[src/rtl/areset_seq_sync.sv]
// Reset sequencer: asserts NUM_CH active-low resets asynchronously and releases
// them synchronously in order ch0..chN-1 after a sync chain, a hold time and a stagger.
module areset_seq_sync #(
  parameter int SYNC_STAGES       = 2,
  parameter int NUM_CH            = 3,
  parameter int MIN_ASSERT_CYCLES = 4,
  parameter int STAGGER_CYCLES    = 3
) (
  input  logic              clk,
  input  logic              async_rst_ni,
  input  logic              sw_rst_i,
  output logic [NUM_CH-1:0] rst_no,
  output logic              rst_done_o,
  output logic [1:0]        state_o
);

  localparam int HW = $clog2((MIN_ASSERT_CYCLES > 2) ? MIN_ASSERT_CYCLES : 2);
  localparam int SW = $clog2((STAGGER_CYCLES > 2) ? STAGGER_CYCLES : 2);
  localparam int CW = $clog2(NUM_CH + 1);
  localparam logic [HW-1:0] HOLD_LAST = HW'(MIN_ASSERT_CYCLES - 1);
  localparam logic [SW-1:0] STAG_LAST = SW'(STAGGER_CYCLES - 1);
  localparam logic [CW-1:0] CH_LAST   = CW'(NUM_CH - 1);

  typedef enum logic [1:0] {
    ST_HOLD    = 2'b00,
    ST_RELEASE = 2'b01,
    ST_DONE    = 2'b10
  } state_t;

  logic [SYNC_STAGES-1:0] sync_q, sync_d;
  state_t                 state_q, state_d;
  logic [HW-1:0]          hold_q, hold_d;
  logic [SW-1:0]          stag_q, stag_d;
  logic [CW-1:0]          ch_q, ch_d;
  logic [NUM_CH-1:0]      rst_q, rst_d;
  logic                   done_q, done_d;
  logic                   rst_sync_s;

  assign rst_sync_s = sync_q[SYNC_STAGES-1];

  // Sync chain is never touched by the software reset, so sw resets skip its latency.
  always_comb begin
    sync_d = {sync_q[SYNC_STAGES-2:0], 1'b1};
  end

  // Next-state and output computation; software reset overrides all sequencing.
  always_comb begin
    state_d = state_q;
    hold_d  = hold_q;
    stag_d  = stag_q;
    ch_d    = ch_q;
    rst_d   = rst_q;
    done_d  = done_q;
    if (sw_rst_i) begin
      state_d = ST_HOLD;
      hold_d  = '0;
      stag_d  = '0;
      ch_d    = '0;
      rst_d   = '0;
      done_d  = 1'b0;
    end else begin
      case (state_q)
        ST_HOLD: begin
          if (!rst_sync_s) begin
            hold_d = '0;
          end else if (hold_q == HOLD_LAST) begin
            rst_d[0] = 1'b1;
            hold_d   = '0;
            stag_d   = '0;
            ch_d     = CW'(1);
            if (NUM_CH == 1) begin
              state_d = ST_DONE;
              done_d  = 1'b1;
            end else begin
              state_d = ST_RELEASE;
            end
          end else begin
            hold_d = hold_q + HW'(1);
          end
        end
        ST_RELEASE: begin
          if (stag_q == STAG_LAST) begin
            for (int i = 0; i < NUM_CH; i++) begin
              if (CW'(i) == ch_q) begin
                rst_d[i] = 1'b1;
              end else begin
                rst_d[i] = rst_q[i];
              end
            end
            stag_d = '0;
            ch_d   = ch_q + CW'(1);
            if (ch_q == CH_LAST) begin
              state_d = ST_DONE;
              done_d  = 1'b1;
            end else begin
              state_d = ST_RELEASE;
            end
          end else begin
            stag_d = stag_q + SW'(1);
          end
        end
        ST_DONE: begin
          state_d = ST_DONE;
        end
        default: begin
          state_d = ST_HOLD;
          hold_d  = '0;
          stag_d  = '0;
          ch_d    = '0;
          rst_d   = '0;
          done_d  = 1'b0;
        end
      endcase
    end
  end

  // State registers; async reset clears everything including the sync chain.
  always_ff @(posedge clk or negedge async_rst_ni) begin
    if (!async_rst_ni) begin
      sync_q  <= '0;
      state_q <= ST_HOLD;
      hold_q  <= '0;
      stag_q  <= '0;
      ch_q    <= '0;
      rst_q   <= '0;
      done_q  <= 1'b0;
    end else begin
      sync_q  <= sync_d;
      state_q <= state_d;
      hold_q  <= hold_d;
      stag_q  <= stag_d;
      ch_q    <= ch_d;
      rst_q   <= rst_d;
      done_q  <= done_d;
    end
  end

  assign rst_no     = rst_q;
  assign rst_done_o = done_q;
  assign state_o    = state_q;

endmodule

[config.mk]
export PLATFORM = sky130hd
export DESIGN_NAME = areset_seq_sync
export DESIGN_NICKNAME = d
export VERILOG_FILES = /design/src/rtl/areset_seq_sync.sv
export SDC_FILE = /design/constraint.sdc
export NUM_CORES = 1
export LEC_CHECK = 0
export BUFFER_PORTS_ARGS = -buffer_cell sky130_fd_sc_hd__buf_2
export CAP_MARGIN = 20
export CELL_PAD_IN_SITES_DETAIL_PLACEMENT = 1
export CELL_PAD_IN_SITES_GLOBAL_PLACEMENT = 2
export CORE_AREA = 2 2 56 47
export CTS_BUF_LIST = sky130_fd_sc_hd__clkbuf_4
export CTS_CLUSTER_DIAMETER = 40
export CTS_CLUSTER_SIZE = 24
export DETAILED_ROUTE_END_ITERATION = 16
export DIE_AREA = 0 0 58 49
export PLACE_DENSITY = 0.82
export SLEW_MARGIN = 30
export SYNTH_ARGS = -nofsm -noshare
export SYNTH_HDL_FRONTEND = slang
export SYNTH_SLANG_ARGS = --single-unit
[constraint.sdc]
create_clock -name clk -period 2.33 [get_ports clk]
set_input_delay 0.466 -clock clk [delete_from_list [all_inputs] [get_ports clk]]
set_output_delay 0.466 -clock clk [all_outputs]
set_load 0.02 [all_outputs]
==> results.cfg <==
[power]
power.sequential.fraction = 0.555
power_switching_share = 0.239
pwr_density_cell_nw_per_um2 = 455
internal_power_uw = 321
pwr-share-clk = 0.362
power.leakage_nw = 0.449
power_switching_uw = 101
ir_worst_vdd_uv = 235
combPwrFrac = 0.083

[routing]
remaining_drc_errors = 0
finalWirelength_um = 1680
drt_iter0_markers = 12
vias = 600
wire_per_inst_um = 14.1
antenna_left = 0
via_per_inst = 5.04
detailed_routing_iteration_count_for_the_pre_antenna_repair_pass = 4

[critical_path]
r2r_end = ch_q[0]
crit_slowest_cell = dfrtp_1
critical_path_peak_fanout = 7
r2r_start = state_o[0]
worstPathCellList = inv_1, ha_1, nor2b_4, nor3_4, nand2_2, mux2_4
critical_path.endpoint_type = register
worst-r2r-cell-count = 6
worstSetupPathType = reg -> reg
worstPathArrival_ps = 2020
startpoint_type = register
regToRegSetupSlack_ps = 480
required_time_of_the_critical_path_ps = 2500
cp_slowest_stage_delay_ps = 460

[floorplan]
std_cell_rows = 16
floorplan.die.width_um = 58
io_pins = 9
floorplan.initialDensity = 0.359
core-area_um2 = 2320
dieArea_um2 = 2840
die_h_um = 49

[cells_and_area]
finalCoreUtilization = 0.399
final_layout_size_suffix_gt1_frac = 0.185
antenna-diode-count = 0
final_cell_area_um2 = 927
area_delta_synth_final_pct = 11.1
stdcell_count = 119
nFillCells = 270
nNetsFinal = 107

[logic_synthesis]
yosysUniqueCellTypes = 27
post_synthesis_instance_area_um2 = 835
synthTopCellsByArea = dfrtp_1 (39%), ha_1 (16%), mux2i_1 (7.2%)
synth_area_leader_cell = dfrtp_1
synthCells = 82
synth_seq_area_share = 0.390
ys_warn_count = 0
synth_fp_nets = 96
average_instance_area_after_synthesis_um2 = 10.2
ys_seq_elements = 13
yosysTopAreaCellShare = 0.390

[clock_tree]
root_buffer = clkbuf_4
postCtsResizedCells = 0
cts_htree_levels = 1
clock_sinks = 13
clk_pin_slew_ps = 80
clock_tree_from_tritoncts = built
insertion_delay_ps = 280
clock_tree.buffer_depth = 2
holdBufCountCts = 0
post_cts.repair.setup_buffers = 0
cts-buffers-inserted = 3

[placed_design]
post-dp-hpwl_um = 1350
gpl.final_weighted_congestion = 0.755
postPlaceCellArea_um2 = 897
dpl.cell_count = 115
io_buffers = 8

[global_route]
grt_pass1_vias = 650
grt_max_degree = 14
grt_first_pass_wirelength_um = 3090
antenna_violations_before_repair = 0
groute.usage.overall = 0.142
remaining_overflow_grt = 0

[sta]
timing.final.crit_period_ps = 1850
fin_tns_setup_ps = 0
hold-worst-slack_ps = 59.9
report.final.setup_viol = 0
fin_worst_skew_ps = 5.43
fmaxAchievable_mhz = 542
final_number_of_max_transition_violations = 0
hold_viol_final = 0
fin_crit_sh = 0.792
setup_repair_after_global_routing_missed_its_margin = no

[hold_path]
min-delay-path-class = in -> async

[flow_run]
max_cap_violations = 0

[status]
run_status = complete, no violations
==> worst max path at each step <==
stage               start  endpoint  slack (ps)  cells past startpoint
5_1_grt        state_o[0]   ch_q[0]         330                      6
3_3_place_gp   state_o[0]   ch_q[0]         560                      6
3_5_place_dp   state_o[0]   ch_q[0]         490                      6
6_report       state_o[0]   ch_q[0]         480                      6
4_1_cts        state_o[0]   ch_q[0]         480                      6
2_1_floorplan  state_o[0]   ch_q[0]         520                      6
==> worst max-delay path: cells and delay by family, from the launching register on <==
kind                     cells  cell delay [ps]
buffers and inverters        1              120
AND/OR/NAND/NOR              3              580
adder cells (fa/ha/maj)      1              290
multiplexers                 1              300
flip-flops                   1              460
==> per-stage QoR <==
stage	worst slack (ps)	power, mW
after global routing	334	0.449
final	484	0.421
after floorplan	515	0.261
after detailed placement	491	0.275
after CTS	479	0.430
after global placement	561	0.273
==> per-layer routing <==
metal	global-route usage	wire, µm
met4	0.0581	27
met5	0	0
met2	0.195	718
met1	0.222	879
met3	0.0159	52
==> state kept, by name, summed over array words and instances (netlist names) <==
register,cells
ch_q,2
hold_q,2
rst_no,2
stag_q,2
state_o,2
sync_q,2
rst_done_o,1
==> cells by family (layout without fill, tap and decap cells) <==
family,Yosys count,in the layout,synth area share
buffers and inverters,8,18,0.0405
AOI/OAI and AO/OA,12,12,0.103
adders and majority gates,11,11,0.165
DFF,13,13,0.390
and+or+nand+nor,30,30,0.207
muxes,7,7,0.0900
other,1,1,0.00449
==> power by group through the flow <==
stage / Combinational [mW] / Clock [mW] / Sequential [mW]
2_1_floorplan: 0.0226 / 0 / 0.239
3_3_place_gp: 0.0351 / 0 / 0.238
3_5_place_dp: 0.0361 / 0 / 0.239
4_1_cts: 0.0363 / 0.160 / 0.234
5_1_grt: 0.0413 / 0.173 / 0.235
6_report: 0.0351 / 0.152 / 0.234
==> cells in the final DEF, fill, tap and decap left out <==
| cell | instances |
|---|---|
| dfrtp_1 | 13 |
| ha_1 | 11 |
| nor2_1 | 10 |
| buf_2 | 8 |
| inv_1 | 6 |
| mux2i_1 | 6 |
| nand2b_1 | 5 |
| a21oi_1 | 5 |
| clkbuf_4 | 4 |
| nand2_1 | 3 |
| nor3b_1 | 2 |
| nand3_1 | 2 |
| nor3_1 | 2 |
| o2bb2ai_1 | 2 |
| nor2b_4 | 1 |
| and2b_1 | 1 |
| nor3_4 | 1 |
| o21ai_0 | 1 |
| nand3b_1 | 1 |
| a211oi_2 | 1 |
| a21o_1 | 1 |
| nand4_1 | 1 |
| nand2_2 | 1 |
| a32o_1 | 1 |
| mux2_4 | 1 |
| a32oi_1 | 1 |
| conb_1 | 1 |
==> layout make-up <==
class	instances	area, µm²	area share
multi-input combinational	61	475	0.513
sequential	13	325	0.351
timing repair buffer	8	40.0	0.0432
tap	27	33.8	0.0364
clock buffer	4	30.0	0.0324
inverter	6	22.5	0.0243
==> cell usage after synthesis, drive strengths merged <==
| library cell | n |
|---|---|
| a21oi | 5 |
| nor3b | 2 |
| nor3 | 3 |
| buf | 1 |
| o21ai | 1 |
| nand3b | 1 |
| o2bb2ai | 2 |
| clkbuf | 1 |
| nor2b | 1 |
| ha | 11 |
| and2b | 1 |
| inv | 6 |
| nand2 | 4 |
| a21o | 1 |
| nor2 | 10 |
| a211oi | 1 |
| a32o | 1 |
| mux2 | 1 |
| nand2b | 5 |
| nand3 | 2 |
| conb | 1 |
| dfrtp | 13 |
| a32oi | 1 |
| mux2i | 6 |
| nand4 | 1 |
Note: power is estimated with default switching activity, not from simulation.
